--- config.mk ---
export PLATFORM = sky130hd
export DESIGN_NAME = vl_beat_seq
export DESIGN_NICKNAME = d
export VERILOG_FILES = /design/src/rtl/vseq_pkg.sv /design/src/rtl/vseq_be_gen.sv /design/src/rtl/vl_beat_seq.sv
export SDC_FILE = /design/constraint.sdc
export NUM_CORES = 1
export LEC_CHECK = 0
export BUFFER_PORTS_ARGS = -buffer_cell sky130_fd_sc_hd__buf_4
export CAP_MARGIN = 5
export CORE_MARGIN = 1.5
export CORE_UTILIZATION = 59
export CTS_CLUSTER_SIZE = 40
export DETAILED_ROUTE_END_ITERATION = 6
export PLACE_DENSITY = 0.79
export SYNTH_ARGS = -nofsm -noshare
export SYNTH_HDL_FRONTEND = slang
export SYNTH_SLANG_ARGS = --single-unit
--- constraint.sdc ---
create_clock -name clk -period 5.8 [get_ports clk]
set_clock_uncertainty 0.05 [all_clocks]
set_input_delay 1.16 -clock clk [delete_from_list [all_inputs] [get_ports clk]]
set_output_delay 1.16 -clock clk [all_outputs]
set_load 0.01 [all_outputs]
--- src/rtl/vseq_pkg.sv ---
// Shared definitions for the vector beat sequencer: SEW encodings, FSM states
// and the beat-index width derivation.
package vseq_pkg;

  localparam logic [1:0] SEW8  = 2'b00;
  localparam logic [1:0] SEW16 = 2'b01;
  localparam logic [1:0] SEW32 = 2'b10;
  localparam logic [1:0] SEW64 = 2'b11;

  typedef enum logic {
    IDLE = 1'b0,
    RUN  = 1'b1
  } state_t;

  // Byte count needs clog2(VLMAX)+4 bits (avl up to VLMAX, shifted by up to 3);
  // one beat covers DATA_WIDTH/8 bytes.
  function automatic int beat_w(input int data_width, input int vlen);
    return $clog2(vlen >> 3) + 4 - $clog2(data_width / 8);
  endfunction

endpackage

--- src/rtl/vseq_be_gen.sv ---
// Byte-enable mask for one beat: all lanes live, except a partial final beat
// where only the low (bytes mod BPB) lanes are live.
module vseq_be_gen #(
  parameter int DATA_WIDTH = 64
) (
  input  logic [$clog2(DATA_WIDTH/8)-1:0] i_rem,
  input  logic                            i_last,
  output logic [DATA_WIDTH/8-1:0]         o_be
);

  localparam int BPB     = DATA_WIDTH / 8;
  localparam int LOG_BPB = $clog2(BPB);

  always_comb begin
    o_be = '1;
    if (i_last && (i_rem != '0)) begin
      for (int b = 0; b < BPB; b++) begin
        o_be[b] = (LOG_BPB'(b) < i_rem);
      end
    end
  end

endmodule

--- src/rtl/vl_beat_seq.sv ---
// Beat sequencer: turns a (avl, sew) configuration into a stream of
// DATA_WIDTH-wide beats with index, byte enables and last flag.
module vl_beat_seq
  import vseq_pkg::*;
#(
  parameter int XLEN          = 32,
  parameter int VLEN          = 16384,
  parameter int DATA_WIDTH    = 64,
  parameter int VLMAX         = VLEN >> 3,
  parameter int VLEN_B_BITS   = $clog2(VLMAX),
  parameter int ENABLE_64_BIT = 1,
  localparam int BEAT_W       = beat_w(DATA_WIDTH, VLEN)
) (
  input  logic                    clk,
  input  logic                    rst,
  input  logic                    start,
  input  logic                    flush,
  input  logic [VLEN_B_BITS:0]    avl,
  input  logic [1:0]              sew,
  input  logic                    vill,
  output logic                    busy,
  output logic                    out_valid,
  input  logic                    out_ready,
  output logic [BEAT_W-1:0]       out_idx,
  output logic [DATA_WIDTH/8-1:0] out_be,
  output logic                    out_last,
  output logic                    done,
  output logic                    err
);

  localparam int BPB     = DATA_WIDTH / 8;
  localparam int LOG_BPB = $clog2(BPB);
  localparam int BC_W    = VLEN_B_BITS + 4;
  localparam int BN_W    = BC_W - LOG_BPB + 1;

  if (XLEN < 1 || DATA_WIDTH < 64 || (DATA_WIDTH & (DATA_WIDTH - 1)) != 0) begin : g_bad_cfg
    $error("vl_beat_seq: DATA_WIDTH must be a power of two >= 64");
  end

  state_t                r_state;
  logic [BEAT_W-1:0]     r_idx;
  logic [BEAT_W-1:0]     r_last_idx;
  logic [LOG_BPB-1:0]    r_rem;
  logic [BPB-1:0]        r_be;
  logic                  r_last;
  logic                  r_done;
  logic                  r_err;

  logic [BC_W-1:0]       w_bytes;
  logic [BC_W:0]         w_bytes_rnd;
  logic [BN_W-1:0]       w_beats;
  logic                  w_first_last;
  logic                  w_illegal;
  logic [BEAT_W-1:0]     w_idx_inc;
  logic [LOG_BPB-1:0]    w_rem_sel;
  logic                  w_last_sel;
  logic [BPB-1:0]        w_be;

  // Byte count and ceil(bytes/BPB), only meaningful in the accept cycle.
  assign w_bytes      = BC_W'(avl) << sew;
  assign w_bytes_rnd  = {1'b0, w_bytes} + (BC_W + 1)'(BPB - 1);
  assign w_beats      = w_bytes_rnd[BC_W:LOG_BPB];
  assign w_first_last = (w_beats == BN_W'(1));
  assign w_illegal    = vill || ((sew == SEW64) && (ENABLE_64_BIT == 0));
  assign w_idx_inc    = r_idx + 1'b1;

  // The mask is computed for the beat being loaded next, then registered.
  assign w_rem_sel  = (r_state == IDLE) ? w_bytes[LOG_BPB-1:0] : r_rem;
  assign w_last_sel = (r_state == IDLE) ? w_first_last : (w_idx_inc == r_last_idx);

  vseq_be_gen #(
    .DATA_WIDTH (DATA_WIDTH)
  ) u_be_gen (
    .i_rem  (w_rem_sel),
    .i_last (w_last_sel),
    .o_be   (w_be)
  );

  always_ff @(posedge clk or posedge rst) begin
    if (rst) begin
      r_state    <= IDLE;
      r_idx      <= '0;
      r_last_idx <= '0;
      r_rem      <= '0;
      r_be       <= '0;
      r_last     <= 1'b0;
      r_done     <= 1'b0;
      r_err      <= 1'b0;
    end else begin
      r_done <= 1'b0;
      r_err  <= 1'b0;
      if (flush) begin
        r_state <= IDLE;
        r_idx   <= '0;
        r_be    <= '0;
        r_last  <= 1'b0;
      end else begin
        case (r_state)
          IDLE: begin
            if (start) begin
              if (w_illegal) begin
                r_err <= 1'b1;
              end else if (avl == '0) begin
                r_done <= 1'b1;
              end else begin
                r_state    <= RUN;
                r_idx      <= '0;
                r_last_idx <= BEAT_W'(w_beats - 1'b1);
                r_rem      <= w_bytes[LOG_BPB-1:0];
                r_last     <= w_last_sel;
                r_be       <= w_be;
              end
            end
          end
          RUN: begin
            if (out_ready) begin
              if (r_last) begin
                r_state <= IDLE;
                r_done  <= 1'b1;
                r_idx   <= '0;
                r_be    <= '0;
                r_last  <= 1'b0;
              end else begin
                r_idx  <= w_idx_inc;
                r_last <= w_last_sel;
                r_be   <= w_be;
              end
            end
          end
          default: r_state <= IDLE;
        endcase
      end
    end
  end

  assign busy      = (r_state == RUN);
  assign out_valid = (r_state == RUN);
  assign out_idx   = r_idx;
  assign out_be    = r_be;
  assign out_last  = r_last;
  assign done      = r_done;
  assign err       = r_err;

endmodule

==> impl_metrics.csv, run 1 <==
group,metric,value,unit
final_layout,final_nets,391,
synthesis,ys_ff_latch,39,
final_layout,num_antenna_cells,0,
cts,clk_pin_slew,0.08,ns
synthesis,synth_nets,353,
global_routing,grt_use_total,26.42,%
sta,min_period_over_period,59.12,%
synthesis,async_reset_ff_share,100.0,%
power_and_ir_drop,p_leak,1.454,nW
cts,cts_tree,"yes",
final_layout,layout-drive-gt1-share,25.20,%
sta,drv_slew,0,
route,initialDrtViolationCount,179,
die,std_cell_rows,25,
setup_path,endpoint_kind,"flop",
route,final_antenna_net_count,0,
route,vias,2614,
route,wl,6937,µm
synthesis,synth_edf_count,0,
route,wl_per_cell,15.91,µm
sta,worst_pin_slew,0.6627,ns
cts,cts_resized,0,
global_routing,gr-total-overflow,0,
cts,cts-root-buf,"clkbuf_8",
cts,clk_path_buf_depth,2,
synthesis,ys_types,67,
route,vias_per_cell,5.995,
die,dieArea,0.005502,mm²
global_routing,grt_pass1_wl,11140,µm
synthesis,synth_area_leaders,"dfrtp_1, nand2_1, xnor2_1",
setup_path,cp-start-kind,"input port",
route,drc_errors,0,
final_layout,area_growth,14.48,%
placement,dp_hpwl,5188,µm
sta,fmax,291.7,MHz
power_and_ir_drop,ir_worst_vdd,0.0001573,V
setup_path,critPathSlowestCell,"mux2_2",
synthesis,synth_top_area_share,32.65,%
setup_path,cp-startpoint,"sew[0]",
sta,relSlewSlack,55.66,%
route,drtPass1Iterations,6,
synthesis,avgSynthCellArea,9.058,µm²
run_status,outcome,"finished, final reports clean",
setup_path,cp_data_arrival_time,3.55,ns
setup_path,crit_chain,"buf_4 -> mux2_2 -> nor2_1 -> nor2_1 -> xnor2_1 -> ha_1 -> nor3b_1 -> and4_4 -> a21o_4 -> a21oi_2 -> a221o_1",
synthesis,yosysSeqAreaShare,32.65,%
sta,grt_setup_unrepaired,"false",
power_and_ir_drop,powerDensity,210.8,mW/mm²
cts,clkLatencyLatePin,0.29,ns
final_layout,stdcell_count,436,
global_routing,grt_max_degree,40,
cts,holdBufCountCts,0,
die,die_h,74.18,µm
setup_path,max_stage_delay,0.38,ns
setup_path,cp_max_fo,23,
synthesis,synth_top_area_cell,"dfrtp_1",
synthesis,synth_common_cells,"nand2_1, dfrtp_1, nor2_1, o21ai_0, xnor2_1",
cts,htreeDepth,2,
sta,min_period,3.429,ns
sta,hold_viol_final,0,
setup_path,crit_type,"in -> reg",
synthesis,synth_most_common_cell,"nand2_1",
placement,io_buffers,44,
placement,dp.cells,428,
setup_path,required,5.92,ns
die,die_w,74.18,µm
global_routing,first_global_vias,2369,
sta,fin_setup_tns,0,ns
cts,post_cts_buffers,0,
synthesis,netlist_area,0.002989,mm²
cts,cts_made_buffers,5,
die,io_pins,45,
min_path,hp-class,"reg -> reg",
synthesis,syn_inst,330,
placement,finalWeightedCongestion,0.8385,
setup_path,crit_top_cell,"nor2_1",
synthesis,synthFlopType,"dfrtp_1",
min_path,hold_start,"out_be[0]",
run,drv_cap,0,
die,coreArea,0.004786,mm²
sta,setup_viol,0,
cts,clock-sinks,39,
synthesis,yosysWarnings,0,
setup_path,r2r_start,"out_idx[2]",
global_routing,antenna_found_initial,0,
die,start_util,62.46,%
==> path summary, 6_finish.rpt <==
kind	end	slack, ns	depth (start not counted)
setup / recovery	out_be[4]	2.37	11
setup reg to reg	out_be[4]	2.90	7
hold reg to reg	out_be[0]	0.44	2
max in group asynchronous	r_last_idx[5]	4.42	3
min in group asynchronous	out_be[2]	0.93	3
hold / removal	out_be[0]	0.44	2
==> flip-flops by register name, summed over array words and instances, names as in the netlist <==
signal	flops
out_last	1
err	1
out_be	8
done	1
busy	1
r_rem	3
r_last_idx	12
out_idx	12
==> metal layers <==
metal | share of wire, % | wire [µm] | vias to the layer above | global-route usage, %
li1 | - | - | 1283 | -
met1 | 46 | 3177 | 1272 | 36.09
met2 | 50 | 3492 | 55 | 43.95
met3 | 2.8 | 197 | 4 | 4.607
met4 | 1.0 | 70 | 0 | 5.967
met5 | 0 | 0 | - | 0
==> report_power, final <==
group	total [W]	switching, W	leakage [nW]	internal [W]
sequential	0.000328	0.0000274	0.518	0.000301
combinational	0.000213	0.000114	0.893	0.0000988
clock	0.000181	0.0000961	0.0422	0.0000845
==> cell usage in the layout, fill, tap and decap left out, drive strengths merged, types with 5 or more instances in the layout <==
cell type	synthesis	routed
nand4	5	5
dfrtp	39	39
o21ai	33	33
a31oi	6	6
xnor2	21	21
a22o	5	5
nand2	50	50
nor3	10	10
clkbuf	10	7
mux2	6	6
nand2b	8	8
a21oi	9	9
mux4	8	8
nor2	27	27
nand3	10	10
xor2	7	7
inv	6	6
buf	5	46
==> kinds of logic (layout without fill, tap and decap cells) <==
family,Yosys count,count (layout),synth area share [%]
AO/OA/AOI/OAI,81,81,19.97
XOR/XNOR,28,28,8.204
adder cells (fa/ha/maj),3,3,1.256
buffers and inverters,21,60,3.558
flip-flops,39,39,32.65
multiplexers,17,17,9.292
AND/OR/NAND/NOR,141,141,25.07
==> cell type report <==
class / count / area, µm²
clock buffer: 7 / 76.32
clock inverter: 1 / 5.005
fill: 385 / 1364
inverter: 6 / 22.52
multi-input combinational: 270 / 1913
sequential: 39 / 975.9
tap: 67 / 83.83
timing repair buffer: 46 / 345.3
==> per-stage QoR <==
step           util [%]  worst slack, ns   power, W  hold WS (ns)  cell area, µm²
2_1_floorplan         -            2.366  0.0004856        0.4168            2989
3_3_place_gp      69.80            2.197  0.0005382        0.4152            3341
3_5_place_dp      69.80            2.044  0.0005460        0.4215            3341
4_1_cts           71.50            2.354  0.0007211        0.4431            3422
5_1_grt           71.50            2.167  0.0007586        0.4646            3422
6_report          71.50            2.371  0.0007215        0.4373            3422
==> critical path: cells and delay by family <==
family                   cells  cell delay [ns]
AND/OR/NAND/NOR              4             0.83
AO/OA/AOI/OAI                3             0.45
multiplexers                 1             0.38
buffers and inverters        1             0.27
XOR/XNOR                     1             0.25
adder cells (fa/ha/maj)      1             0.20
Power figures use the tool's default switching activity.
==> run 2: changes to the inputs <==
- CORE_UTILIZATION: 59 -> 52
- PLACE_DENSITY: 0.79 -> 0.74
- clock period: 5.8 -> 2.76 ns (I/O delays scaled with it)
==> impl_metrics.csv, run 2 (synthesis results as in run 1) <==
group,metric,value,unit
run_status,outcome,"finished, final reports clean",
die,io_pins,45,
cts,htreeDepth,2,
global_routing,gr-total-overflow,0,
sta,min_period_over_period,93.02,%
sta,hold_viol_final,0,
route,drc_errors,0,
run,drv_cap,0,
power_and_ir_drop,finalPower,0.001647,W
placement,io_buffers,44,
min_path,hp-class,"in -> async",
setup_path,cp-start-kind,"input port",
die,std_cell_rows,27,
die,coreArea,0.005540,mm²
cts,clk_path_buf_depth,2,
sta,worst_pin_slew,0.6895,ns
setup_path,required,2.90,ns
power_and_ir_drop,p_leak,1.570,nW
global_routing,grt_pass1_wl,12120,µm
die,die_w,78.82,µm
route,final_antenna_net_count,0,
global_routing,grt_use_total,24.59,%
setup_path,r2r_start,"out_idx[6]",
route,vias,2712,
global_routing,grt_max_degree,28,
global_routing,antenna_found_initial,0,
global_routing,first_global_vias,2622,
sta,fmax,389.5,MHz
final_layout,layout_common_cells,"buf_4, nand2_1, dfrtp_1",
setup_path,crit_end,"out_be[6]",
setup_path,reg2reg_depth,8,
cts,clock-sinks,39,
route,wl_per_cell,15.26,µm
setup_path,rrSetupSlack,0.19,ns
cts,cts-root-buf,"clkbuf_8",
setup_path,crit_type,"in -> reg",
final_layout,mostFrequentLayoutCell,"buf_4",
cts,holdBufCountCts,0,
cts,cts_resized,0,
sta,hold_slack,0.2877,ns
final_layout,area_growth,21.47,%
sta,relSlewSlack,53.86,%
cts,cts_tree,"yes",
route,drtPass1Iterations,4,
cts,cts_made_buffers,5,
setup_path,cp_data_arrival_time,2.70,ns
final_layout,num_antenna_cells,0,
power_and_ir_drop,ir_worst_vdd,0.0004865,V
placement,dp_hpwl,5354,µm
sta,grt_setup_unrepaired,"false",
cts,post_cts_buffers,0,
setup_path,cp-startpoint,"avl[1]",
die,dieArea,0.006212,mm²
route,initialDrtViolationCount,103,
setup_path,endpoint_kind,"flop",
route,vias_per_cell,5.883,
sta,setup_viol,0,
setup_path,timing.rr.end,"out_be[6]",
power_and_ir_drop,powerDensity,453.5,mW/mm²
die,die_h,78.82,µm
final_layout,layout-drive-gt1-share,30.08,%
final_layout,final_nets,412,
die,start_util,53.95,%
route,wl,7035,µm
cts,clkLatencyLatePin,0.30,ns
cts,clk_pin_slew,0.08,ns
setup_path,cp_max_fo,7,
sta,min_period,2.567,ns
sta,drv_slew,0,
placement,finalWeightedCongestion,0.8270,
## run 2: area by class of cell
type	count	area [µm²]
Clock inverter	2	37.54
Tap cell	72	90.09
Inverter	6	22.52
Timing Repair Buffer	67	515.5
Fill cell	470	1909
Clock buffer	5	68.82
Multi-Input combinational cell	270	1921
Sequential cell	39	975.9
## run 2: per-layer routing
| layer | vias to the layer above | part of all wire (%) | GRT usage (%) |
|---|---|---|---|
| met5 | - | 0 | 0 |
| li1 | 1320 | - | - |
| met1 | 1318 | 45 | 31.04 |
| met3 | 15 | 3.2 | 4.713 |
| met2 | 59 | 50 | 42.33 |
| met4 | 0 | 1.8 | 8.070 |
## run 2: worst min-delay path by stage
stage	start	endpoint	slack [ns]	depth (start not counted)
CTS	rst	out_idx[7]	0.31	2
floorplan	r_last_idx[1]	r_last_idx[1]	0.42	2
detailed placement	out_be[7]	out_be[7]	0.42	1
finish	rst	out_idx[6]	0.29	2
global placement	out_be[0]	out_be[0]	0.42	2
global route	rst	r_last_idx[3]	0.34	2
## run 2: power breakdown
part           switching [W]  total (W)  internal (W)
combinational       0.000252   0.000483      0.000232
clock               0.000215   0.000479      0.000264
sequential         0.0000522   0.000684      0.000632
## run 2: stage by stage
step / instance area, µm² / utilization, % / instances / worst slack, ns / setup TNS, ns
detailed placement: 3520 / 63.53 / 454 / -0.1033 / -0.3003
CTS: 3626 / 65.45 / 461 / 0.08344 / 0
global placement: 3520 / 63.53 / 454 / 0.04160 / 0
floorplan: 2992 / - / 330 / 0.007584 / 0
finish: 3631 / 65.54 / 461 / 0.1926 / 0
global route: 3631 / 65.54 / 461 / 0.006980 / 0
## run 2: critical path, cell delays in order
cell	delay (ns)
buf_4	0.13
or2_2	0.31
o221ai_2	0.20
nor2_1	0.10
xnor2_1	0.24
ha_1	0.19
nor3b_1	0.23
and4_4	0.30
a21o_4	0.12
a21oi_2	0.04
a221o_1	0.29
